## config.mk

```make
export PLATFORM = sky130hd
export DESIGN_NAME = writeback_queue_flat
export DESIGN_NICKNAME = d
export VERILOG_FILES = /design/src/rtl/wb_pkg.sv /design/src/rtl/writeback_queue_if.sv /design/src/rtl/wbq_fifo.sv /design/src/rtl/writeback_queue.sv /design/src/flat_wrapper.sv
export SDC_FILE = /design/constraint.sdc
export NUM_CORES = 1
export LEC_CHECK = 0
export CORE_ASPECT_RATIO = 1.2
export CORE_MARGIN = 2
export CORE_UTILIZATION = 51
export CTS_CLUSTER_SIZE = 12
export DETAILED_ROUTE_END_ITERATION = 8
export PLACE_DENSITY = 0.77
export REMOVE_ABC_BUFFERS = 1
export SETUP_SLACK_MARGIN = 0.2
export SYNTH_ARGS = -nofsm -noshare
export SYNTH_HDL_FRONTEND = slang
export SYNTH_SLANG_ARGS = --single-unit
```

## constraint.sdc

```tcl
create_clock -name clk -period 8.3 [get_ports clk]
set_input_delay 2.075 -clock clk [delete_from_list [all_inputs] [get_ports clk]]
set_output_delay 2.075 -clock clk [all_outputs]
set_load 0.01 [all_outputs]
```

## src/rtl/wb_pkg.sv

```systemverilog
// Shared types and constants for the write-back queue: address/data widths,
// the queued request payload and the bypass lookup result.
package wb_pkg;

   localparam int unsigned ADDR_W   = 5;
   localparam int unsigned WORDSIZE = 64;

   localparam logic [ADDR_W-1:0] REG_ZERO = '0;

   typedef struct packed {
      logic [ADDR_W-1:0]   addr;
      logic [WORDSIZE-1:0] data;
   } wb_req_t;

   typedef struct packed {
      logic                hit;
      logic [WORDSIZE-1:0] data;
   } byp_rsp_t;

endpackage

```

## src/rtl/writeback_queue_if.sv

```systemverilog
// Producer, register-file and bypass signals of the write-back queue.
// Optional WBQ_DROP_CNT_EN adds the drop_cnt output.
interface writeback_queue_if #(parameter int unsigned DEPTH = 4);
   import wb_pkg::*;

   localparam int unsigned CNT_W = $clog2(DEPTH) + 1;

   logic                alu_valid;
   logic                alu_ready;
   logic [ADDR_W-1:0]   alu_addr;
   logic [WORDSIZE-1:0] alu_data;
   logic                mem_valid;
   logic                mem_ready;
   logic [ADDR_W-1:0]   mem_addr;
   logic [WORDSIZE-1:0] mem_data;
   logic                drain_hold;
   logic                rf_write_en;
   logic [ADDR_W-1:0]   rf_write_addr;
   logic [WORDSIZE-1:0] rf_write_data;
   logic [ADDR_W-1:0]   byp_addr_a;
   logic [ADDR_W-1:0]   byp_addr_b;
   logic                byp_hit_a;
   logic                byp_hit_b;
   logic [WORDSIZE-1:0] byp_data_a;
   logic [WORDSIZE-1:0] byp_data_b;
   logic [CNT_W-1:0]    count;
`ifdef WBQ_DROP_CNT_EN
   logic [15:0]         drop_cnt;
`endif

   modport master (
      output alu_valid, alu_addr, alu_data,
      output mem_valid, mem_addr, mem_data,
      output drain_hold, byp_addr_a, byp_addr_b,
      input  alu_ready, mem_ready,
      input  rf_write_en, rf_write_addr, rf_write_data,
      input  byp_hit_a, byp_hit_b, byp_data_a, byp_data_b,
`ifdef WBQ_DROP_CNT_EN
      input  drop_cnt,
`endif
      input  count
   );

   modport slave (
      input  alu_valid, alu_addr, alu_data,
      input  mem_valid, mem_addr, mem_data,
      input  drain_hold, byp_addr_a, byp_addr_b,
      output alu_ready, mem_ready,
      output rf_write_en, rf_write_addr, rf_write_data,
      output byp_hit_a, byp_hit_b, byp_data_a, byp_data_b,
`ifdef WBQ_DROP_CNT_EN
      output drop_cnt,
`endif
      output count
   );

endinterface

```

## src/rtl/wbq_fifo.sv

```systemverilog
// In-order circular buffer of pending register writes; exposes all storage
// and the head pointer so the parent can run the bypass search.
module wbq_fifo
   import wb_pkg::*;
#(
   parameter int unsigned DEPTH = 4
) (
   input  logic                         clk,
   input  logic                         rst_n,
   input  logic                         push_i,
   input  wb_req_t                      push_data_i,
   input  logic                         pop_i,
   output wb_req_t                      head_data_o,
   output logic                         empty_o,
   output logic [$clog2(DEPTH):0]       count_o,
   output logic [$clog2(DEPTH)-1:0]     head_ptr_o,
   output wb_req_t [DEPTH-1:0]          entries_o
);

   localparam int unsigned PTR_W = $clog2(DEPTH);
   localparam int unsigned CNT_W = PTR_W + 1;

   wb_req_t [DEPTH-1:0] mem_q;
   logic [PTR_W-1:0]    head_q, head_d;
   logic [PTR_W-1:0]    tail_q, tail_d;
   logic [CNT_W-1:0]    count_q, count_d;

   // Pointers wrap naturally because DEPTH is a power of two.
   always_comb begin
      head_d  = head_q;
      tail_d  = tail_q;
      count_d = count_q + CNT_W'(push_i) - CNT_W'(pop_i);
      if (push_i) tail_d = tail_q + PTR_W'(1);
      if (pop_i)  head_d = head_q + PTR_W'(1);
   end

   always_ff @(posedge clk or negedge rst_n) begin
      if (!rst_n) begin
         head_q  <= '0;
         tail_q  <= '0;
         count_q <= '0;
      end else begin
         head_q  <= head_d;
         tail_q  <= tail_d;
         count_q <= count_d;
      end
   end

   // Storage needs no reset: only entries covered by count are ever read.
   always_ff @(posedge clk) begin
      if (push_i) mem_q[tail_q] <= push_data_i;
   end

   assign head_data_o = mem_q[head_q];
   assign empty_o     = (count_q == '0);
   assign count_o     = count_q;
   assign head_ptr_o  = head_q;
   assign entries_o   = mem_q;

endmodule

```

## src/rtl/writeback_queue.sv

```systemverilog
// Write-back queue in front of the register file: arbitrates ALU/load results,
// filters x0, retires one entry per cycle and offers a bypass lookup.
// Optional feature: WBQ_DROP_CNT_EN adds a saturating x0-drop counter.
module writeback_queue
   import wb_pkg::*;
#(
   parameter int unsigned DEPTH = 4
) (
   input  logic              clk,
   input  logic              rst_n,
   writeback_queue_if.slave  wbq
);

   localparam int unsigned PTR_W = $clog2(DEPTH);
   localparam int unsigned CNT_W = PTR_W + 1;

   wb_req_t              req;
   wb_req_t              head;
   wb_req_t [DEPTH-1:0]  entries;
   logic [PTR_W-1:0]     head_ptr;
   logic [CNT_W-1:0]     fifo_count;
   logic                 empty;
   logic                 accept;
   logic                 push;
   logic                 pop;
   logic                 ready_q, ready_d;
   byp_rsp_t             byp_a, byp_b;

   // Youngest valid entry wins: scan oldest to youngest, last match sticks.
   function automatic byp_rsp_t lookup(input logic [ADDR_W-1:0] a,
                                       input wb_req_t [DEPTH-1:0] ents,
                                       input logic [PTR_W-1:0] hd,
                                       input logic [CNT_W-1:0] cnt);
      byp_rsp_t         r;
      logic [PTR_W-1:0] idx;
      r = '0;
      for (int unsigned i = 0; i < DEPTH; i++) begin
         idx = hd + PTR_W'(i);
         if ((CNT_W'(i) < cnt) && (a != REG_ZERO) && (ents[idx].addr == a)) begin
            r.hit  = 1'b1;
            r.data = ents[idx].data;
         end
      end
      return r;
   endfunction

   // Loads have priority; ready depends on registered occupancy only.
   assign wbq.mem_ready = ready_q;
   assign wbq.alu_ready = ready_q && !wbq.mem_valid;

   always_comb begin
      req    = '0;
      accept = 1'b0;
      if (wbq.mem_valid) begin
         req.addr = wbq.mem_addr;
         req.data = wbq.mem_data;
         accept   = ready_q;
      end else if (wbq.alu_valid) begin
         req.addr = wbq.alu_addr;
         req.data = wbq.alu_data;
         accept   = ready_q;
      end
   end

   assign push = accept && (req.addr != REG_ZERO);
   assign pop  = !empty && !wbq.drain_hold;

   assign ready_d = (fifo_count + CNT_W'(push) - CNT_W'(pop)) != CNT_W'(DEPTH);

   always_ff @(posedge clk or negedge rst_n) begin
      if (!rst_n) ready_q <= 1'b0;
      else        ready_q <= ready_d;
   end

   wbq_fifo #(.DEPTH(DEPTH)) u_fifo (
      .clk         (clk),
      .rst_n       (rst_n),
      .push_i      (push),
      .push_data_i (req),
      .pop_i       (pop),
      .head_data_o (head),
      .empty_o     (empty),
      .count_o     (fifo_count),
      .head_ptr_o  (head_ptr),
      .entries_o   (entries)
   );

   assign wbq.rf_write_en   = pop;
   assign wbq.rf_write_addr = pop ? head.addr : '0;
   assign wbq.rf_write_data = pop ? head.data : '0;
   assign wbq.count         = fifo_count;

   always_comb begin
      byp_a = lookup(wbq.byp_addr_a, entries, head_ptr, fifo_count);
      byp_b = lookup(wbq.byp_addr_b, entries, head_ptr, fifo_count);
   end

   assign wbq.byp_hit_a  = byp_a.hit;
   assign wbq.byp_data_a = byp_a.data;
   assign wbq.byp_hit_b  = byp_b.hit;
   assign wbq.byp_data_b = byp_b.data;

`ifdef WBQ_DROP_CNT_EN
   logic [15:0] drop_cnt_q, drop_cnt_d;

   // Saturating count of accepted x0 writes.
   always_comb begin
      drop_cnt_d = drop_cnt_q;
      if (accept && (req.addr == REG_ZERO) && (drop_cnt_q != 16'hFFFF))
         drop_cnt_d = drop_cnt_q + 16'd1;
   end

   always_ff @(posedge clk or negedge rst_n) begin
      if (!rst_n) drop_cnt_q <= '0;
      else        drop_cnt_q <= drop_cnt_d;
   end

   assign wbq.drop_cnt = drop_cnt_q;
`endif

endmodule

```

## src/flat_wrapper.sv

```systemverilog
// flat-port wrapper written by rule: the top's interface ports become plain ports
module writeback_queue_flat import wb_pkg::*;
#(
   parameter int unsigned DEPTH = 4
)
  (clk, rst_n, wbq_alu_valid, wbq_alu_addr, wbq_alu_data, wbq_mem_valid, wbq_mem_addr, wbq_mem_data, wbq_drain_hold, wbq_byp_addr_a, wbq_byp_addr_b, wbq_alu_ready, wbq_mem_ready, wbq_rf_write_en, wbq_rf_write_addr, wbq_rf_write_data, wbq_byp_hit_a, wbq_byp_hit_b, wbq_byp_data_a, wbq_byp_data_b, wbq_count);
  writeback_queue_if #(.DEPTH(DEPTH)) wbq_i ();
  input  logic clk;
  input  logic rst_n;
  input wire logic [$bits(wbq_i.alu_valid)-1:0] wbq_alu_valid;
  input wire logic [$bits(wbq_i.alu_addr)-1:0] wbq_alu_addr;
  input wire logic [$bits(wbq_i.alu_data)-1:0] wbq_alu_data;
  input wire logic [$bits(wbq_i.mem_valid)-1:0] wbq_mem_valid;
  input wire logic [$bits(wbq_i.mem_addr)-1:0] wbq_mem_addr;
  input wire logic [$bits(wbq_i.mem_data)-1:0] wbq_mem_data;
  input wire logic [$bits(wbq_i.drain_hold)-1:0] wbq_drain_hold;
  input wire logic [$bits(wbq_i.byp_addr_a)-1:0] wbq_byp_addr_a;
  input wire logic [$bits(wbq_i.byp_addr_b)-1:0] wbq_byp_addr_b;
  output wire logic [$bits(wbq_i.alu_ready)-1:0] wbq_alu_ready;
  output wire logic [$bits(wbq_i.mem_ready)-1:0] wbq_mem_ready;
  output wire logic [$bits(wbq_i.rf_write_en)-1:0] wbq_rf_write_en;
  output wire logic [$bits(wbq_i.rf_write_addr)-1:0] wbq_rf_write_addr;
  output wire logic [$bits(wbq_i.rf_write_data)-1:0] wbq_rf_write_data;
  output wire logic [$bits(wbq_i.byp_hit_a)-1:0] wbq_byp_hit_a;
  output wire logic [$bits(wbq_i.byp_hit_b)-1:0] wbq_byp_hit_b;
  output wire logic [$bits(wbq_i.byp_data_a)-1:0] wbq_byp_data_a;
  output wire logic [$bits(wbq_i.byp_data_b)-1:0] wbq_byp_data_b;
  output wire logic [$bits(wbq_i.count)-1:0] wbq_count;
  assign wbq_i.alu_valid = wbq_alu_valid;
  assign wbq_i.alu_addr = wbq_alu_addr;
  assign wbq_i.alu_data = wbq_alu_data;
  assign wbq_i.mem_valid = wbq_mem_valid;
  assign wbq_i.mem_addr = wbq_mem_addr;
  assign wbq_i.mem_data = wbq_mem_data;
  assign wbq_i.drain_hold = wbq_drain_hold;
  assign wbq_i.byp_addr_a = wbq_byp_addr_a;
  assign wbq_i.byp_addr_b = wbq_byp_addr_b;
  assign wbq_alu_ready = wbq_i.alu_ready;
  assign wbq_mem_ready = wbq_i.mem_ready;
  assign wbq_rf_write_en = wbq_i.rf_write_en;
  assign wbq_rf_write_addr = wbq_i.rf_write_addr;
  assign wbq_rf_write_data = wbq_i.rf_write_data;
  assign wbq_byp_hit_a = wbq_i.byp_hit_a;
  assign wbq_byp_hit_b = wbq_i.byp_hit_b;
  assign wbq_byp_data_a = wbq_i.byp_data_a;
  assign wbq_byp_data_b = wbq_i.byp_data_b;
  assign wbq_count = wbq_i.count;
  writeback_queue #(.DEPTH(DEPTH)) u_core (.clk(clk), .rst_n(rst_n), .wbq(wbq_i));
endmodule
```

==> reports/results.ini <==
[timing]
max_freq_mhz = 129
rsz0062_at_grt = false
maxSlewViolCount = 0
hold_viol = 0
clock_skew_ns = 0.00696
fin_tns_setup_ns = 0
final.min_clock_period_ns = 7.76
period_share_pct = 93.5
setup_viol = 0
tightest_slew_ns = 1.20
slew_headroom_pct = 20.0

[job]
maxCapViolations = 0

[cells_and_area]
fin_area_mm2 = 0.0258
fin_nets = 2466
instances_no_fill = 2860
area_delta_synth_final_pct = 21.4
drive_gt1_share_pct = 10.7

[synth]
yosys_register_bits = 284
syn_area_mm2 = 0.0212
ys_top_cells_by_count = edfxtp_1 (276), nor2_1 (179), mux2i_1 (174)
synth_most_common_cell = edfxtp_1
synth_area_leaders = edfxtp_1 (39%), mux2i_1 (8.2%), mux4_2 (5.8%)
synthCells = 2100
netlist.area_leader.share_pct = 39.1
synth_edf_count = 276
async_flop_share_pct = 2.82
ys.flop_type = edfxtp_1
synth_cell_type_count = 51
syn_area_per_cell_um2 = 10.1
synth_area_leader_cell = edfxtp_1
seq_area_frac_synth_pct = 40.0
ys.warnings.count = 0

[placement]
io_buffers = 357
placed_area_mm2 = 0.0249
dp_hpwl_mm = 41.3
placed_cells = 2812
gp_congestion = 0.889

[grt]
antenna_found_initial = 7
globalRoute.totalOverflow = 0
track_usage_pct = 28.7
grt_pass1_wl_mm = 97.7
grt_pass1_vias = 18449
grt_max_degree = 164

[detailed_routing]
vias = 18803
drt-initial-drc-count = 1817
via_per_inst = 6.57
drc = 0
drt.antenna.violating_nets = 0
wl_per_cell_um = 22.6
drt-total-wl_mm = 64.5
first_pass_iters = 6

[clock_tree]
cts_hold_buf = 0
cts_tree = yes
post_cts.repair.setup_buffers = 0
cts_num_sinks = 284
ctsRootBufferMaster = clkbuf_16
htree_num_levels = 1
clockBufferDepth = 3
clkTransAtPathRegs_ns = 0.06
cts_made_buffers = 29
insertion_delay_ns = 0.55
cts_resized = 0

[worst_setup_path]
arrival_ns = 5.68
end_kind = primary output
critical-path-max-stage-delay_ns = 0.76
worstPathCellList = clkdlybuf4s50_1 -> nor4_1 -> a211oi_2 -> o21ai_1 -> or4_4 -> buf_12 -> o21ai_1 -> a31oi_1 -> o31ai_1 -> clkdlybuf4s50_1
critPathRequiredTime_ns = 6.23
slowest_stage = or4_4
cp-start-kind = input pin
crit_path_max_fanout = 61
worstSetupPathType = input pin to primary output

[floorplanning]
row_count = 81
coreArea_mm2 = 0.0409
start_util_pct = 51.8
die-area_mm2 = 0.0432
boundaryPins = 358
fp.dieH_um = 227
die_w_um = 190

[pwr]
leakage_nw = 9.01
power.density_mw_per_mm2 = 365
total_power_mw = 9.40
ir_worst_vdd_uv = 297

[min_path]
hold_path.class = flip-flop to flip-flop

[run_status]
status = finished clean

## worst max-delay path: cells and delay by family
kind | cells | cell delay (ns)
compound gates | 5 | 1.08
buf+inv | 3 | 1.60
simple gates | 2 | 0.89
## final timing paths
path | slack, ns | from | to | depth (start not counted)
hold reg to reg | 0.65 | u_core.u_fifo.tail_q[0] | u_core.u_fifo.tail_q[0] | 2
setup reg to reg | 5.35 | u_core.u_fifo.count_o[0] | u_core.wbq.mem_ready | 9
min in group asynchronous | 1.82 | rst_n | u_core.u_fifo.count_o[2] | 1
setup / recovery | 0.54 | wbq_byp_addr_a[4] | wbq_byp_data_a[31] | 10
max in group asynchronous | 6.15 | rst_n | u_core.u_fifo.head_ptr_o[1] | 1
hold / removal | 0.65 | u_core.u_fifo.tail_q[0] | u_core.u_fifo.tail_q[0] | 2
## final cells by class
class | count | area, um2
repair buffers | 394 | 3990
multi-input cells | 1584 | 11700
diodes | 4 | 10.0
fillers | 3246 | 15200
well taps | 539 | 674
inverters | 11 | 46.3
clock inverters | 7 | 86.3
clock buffers | 37 | 766
flip-flops and latches | 284 | 8500
## power breakdown
part | switching (mW) | internal, mW | total [mW]
Combinational | 3.33 | 2.58 | 5.91
Sequential | 0.267 | 2.01 | 2.28
Clock | 0.513 | 0.701 | 1.21
## cells in the final DEF, fill, tap and decap left out, types with 29 or more instances in the layout
master	Yosys	routed
a211oi_1	127	127
a211oi_2	49	49
a21o_1	32	32
a21oi_1	157	157
a22o_1	73	73
a22oi_1	30	30
a311oi_1	31	31
a31oi_1	29	29
and2_1	77	72
clkbuf_16	0	29
clkdlybuf4s50_1	0	356
edfxtp_1	276	276
mux2_2	36	36
mux2i_1	174	174
mux4_2	55	55
nand2_1	132	132
nand3_1	36	36
nor2_1	179	177
nor2b_1	88	87
nor3_1	70	70
o21a_1	31	31
o21ai_0	36	36
o31ai_1	29	29
## kinds of logic after synthesis
logic type	count (synthesis)	synth area share, %
buffers and inverters	232	5.22
XOR/XNOR	42	1.73
AND/OR/NAND/NOR	597	13.4
adder cells (fa/ha/maj)	9	0.566
multiplexers	265	16.0
flip-flops	284	40.0
AO/OA/AOI/OAI	671	23.0
## state kept, by name, indices dropped and copies added, names as in the netlist
signal / count
u_core.u_fifo.entries_o: 276
u_core.u_fifo.count_o: 3
u_core.u_fifo.head_ptr_o: 2
u_core.u_fifo.tail_q: 2
u_core.wbq.mem_ready: 1
## through the flow
step | hold WS [ns] | utilization [%] | worst slack (ns)
2_1_floorplan | 0.580 | - | -16.89
3_3_place_gp | 0.598 | 60.8 | 0.635
3_5_place_dp | 0.632 | 60.8 | 0.614
4_1_cts | 0.645 | 62.9 | 0.621
5_1_grt | 0.674 | 62.9 | 0.400
6_report | 0.648 | 62.9 | 0.541
## per-layer routing
metal	global-route usage [%]	share of wire [%]	vias up
li1	-	-	8424
met1	34.6	37	9090
met2	50.5	49	1074
met3	4.16	9.3	211
met4	14.2	4.0	4
met5	0	0.043	-
(Power assumes the default switching activity.)
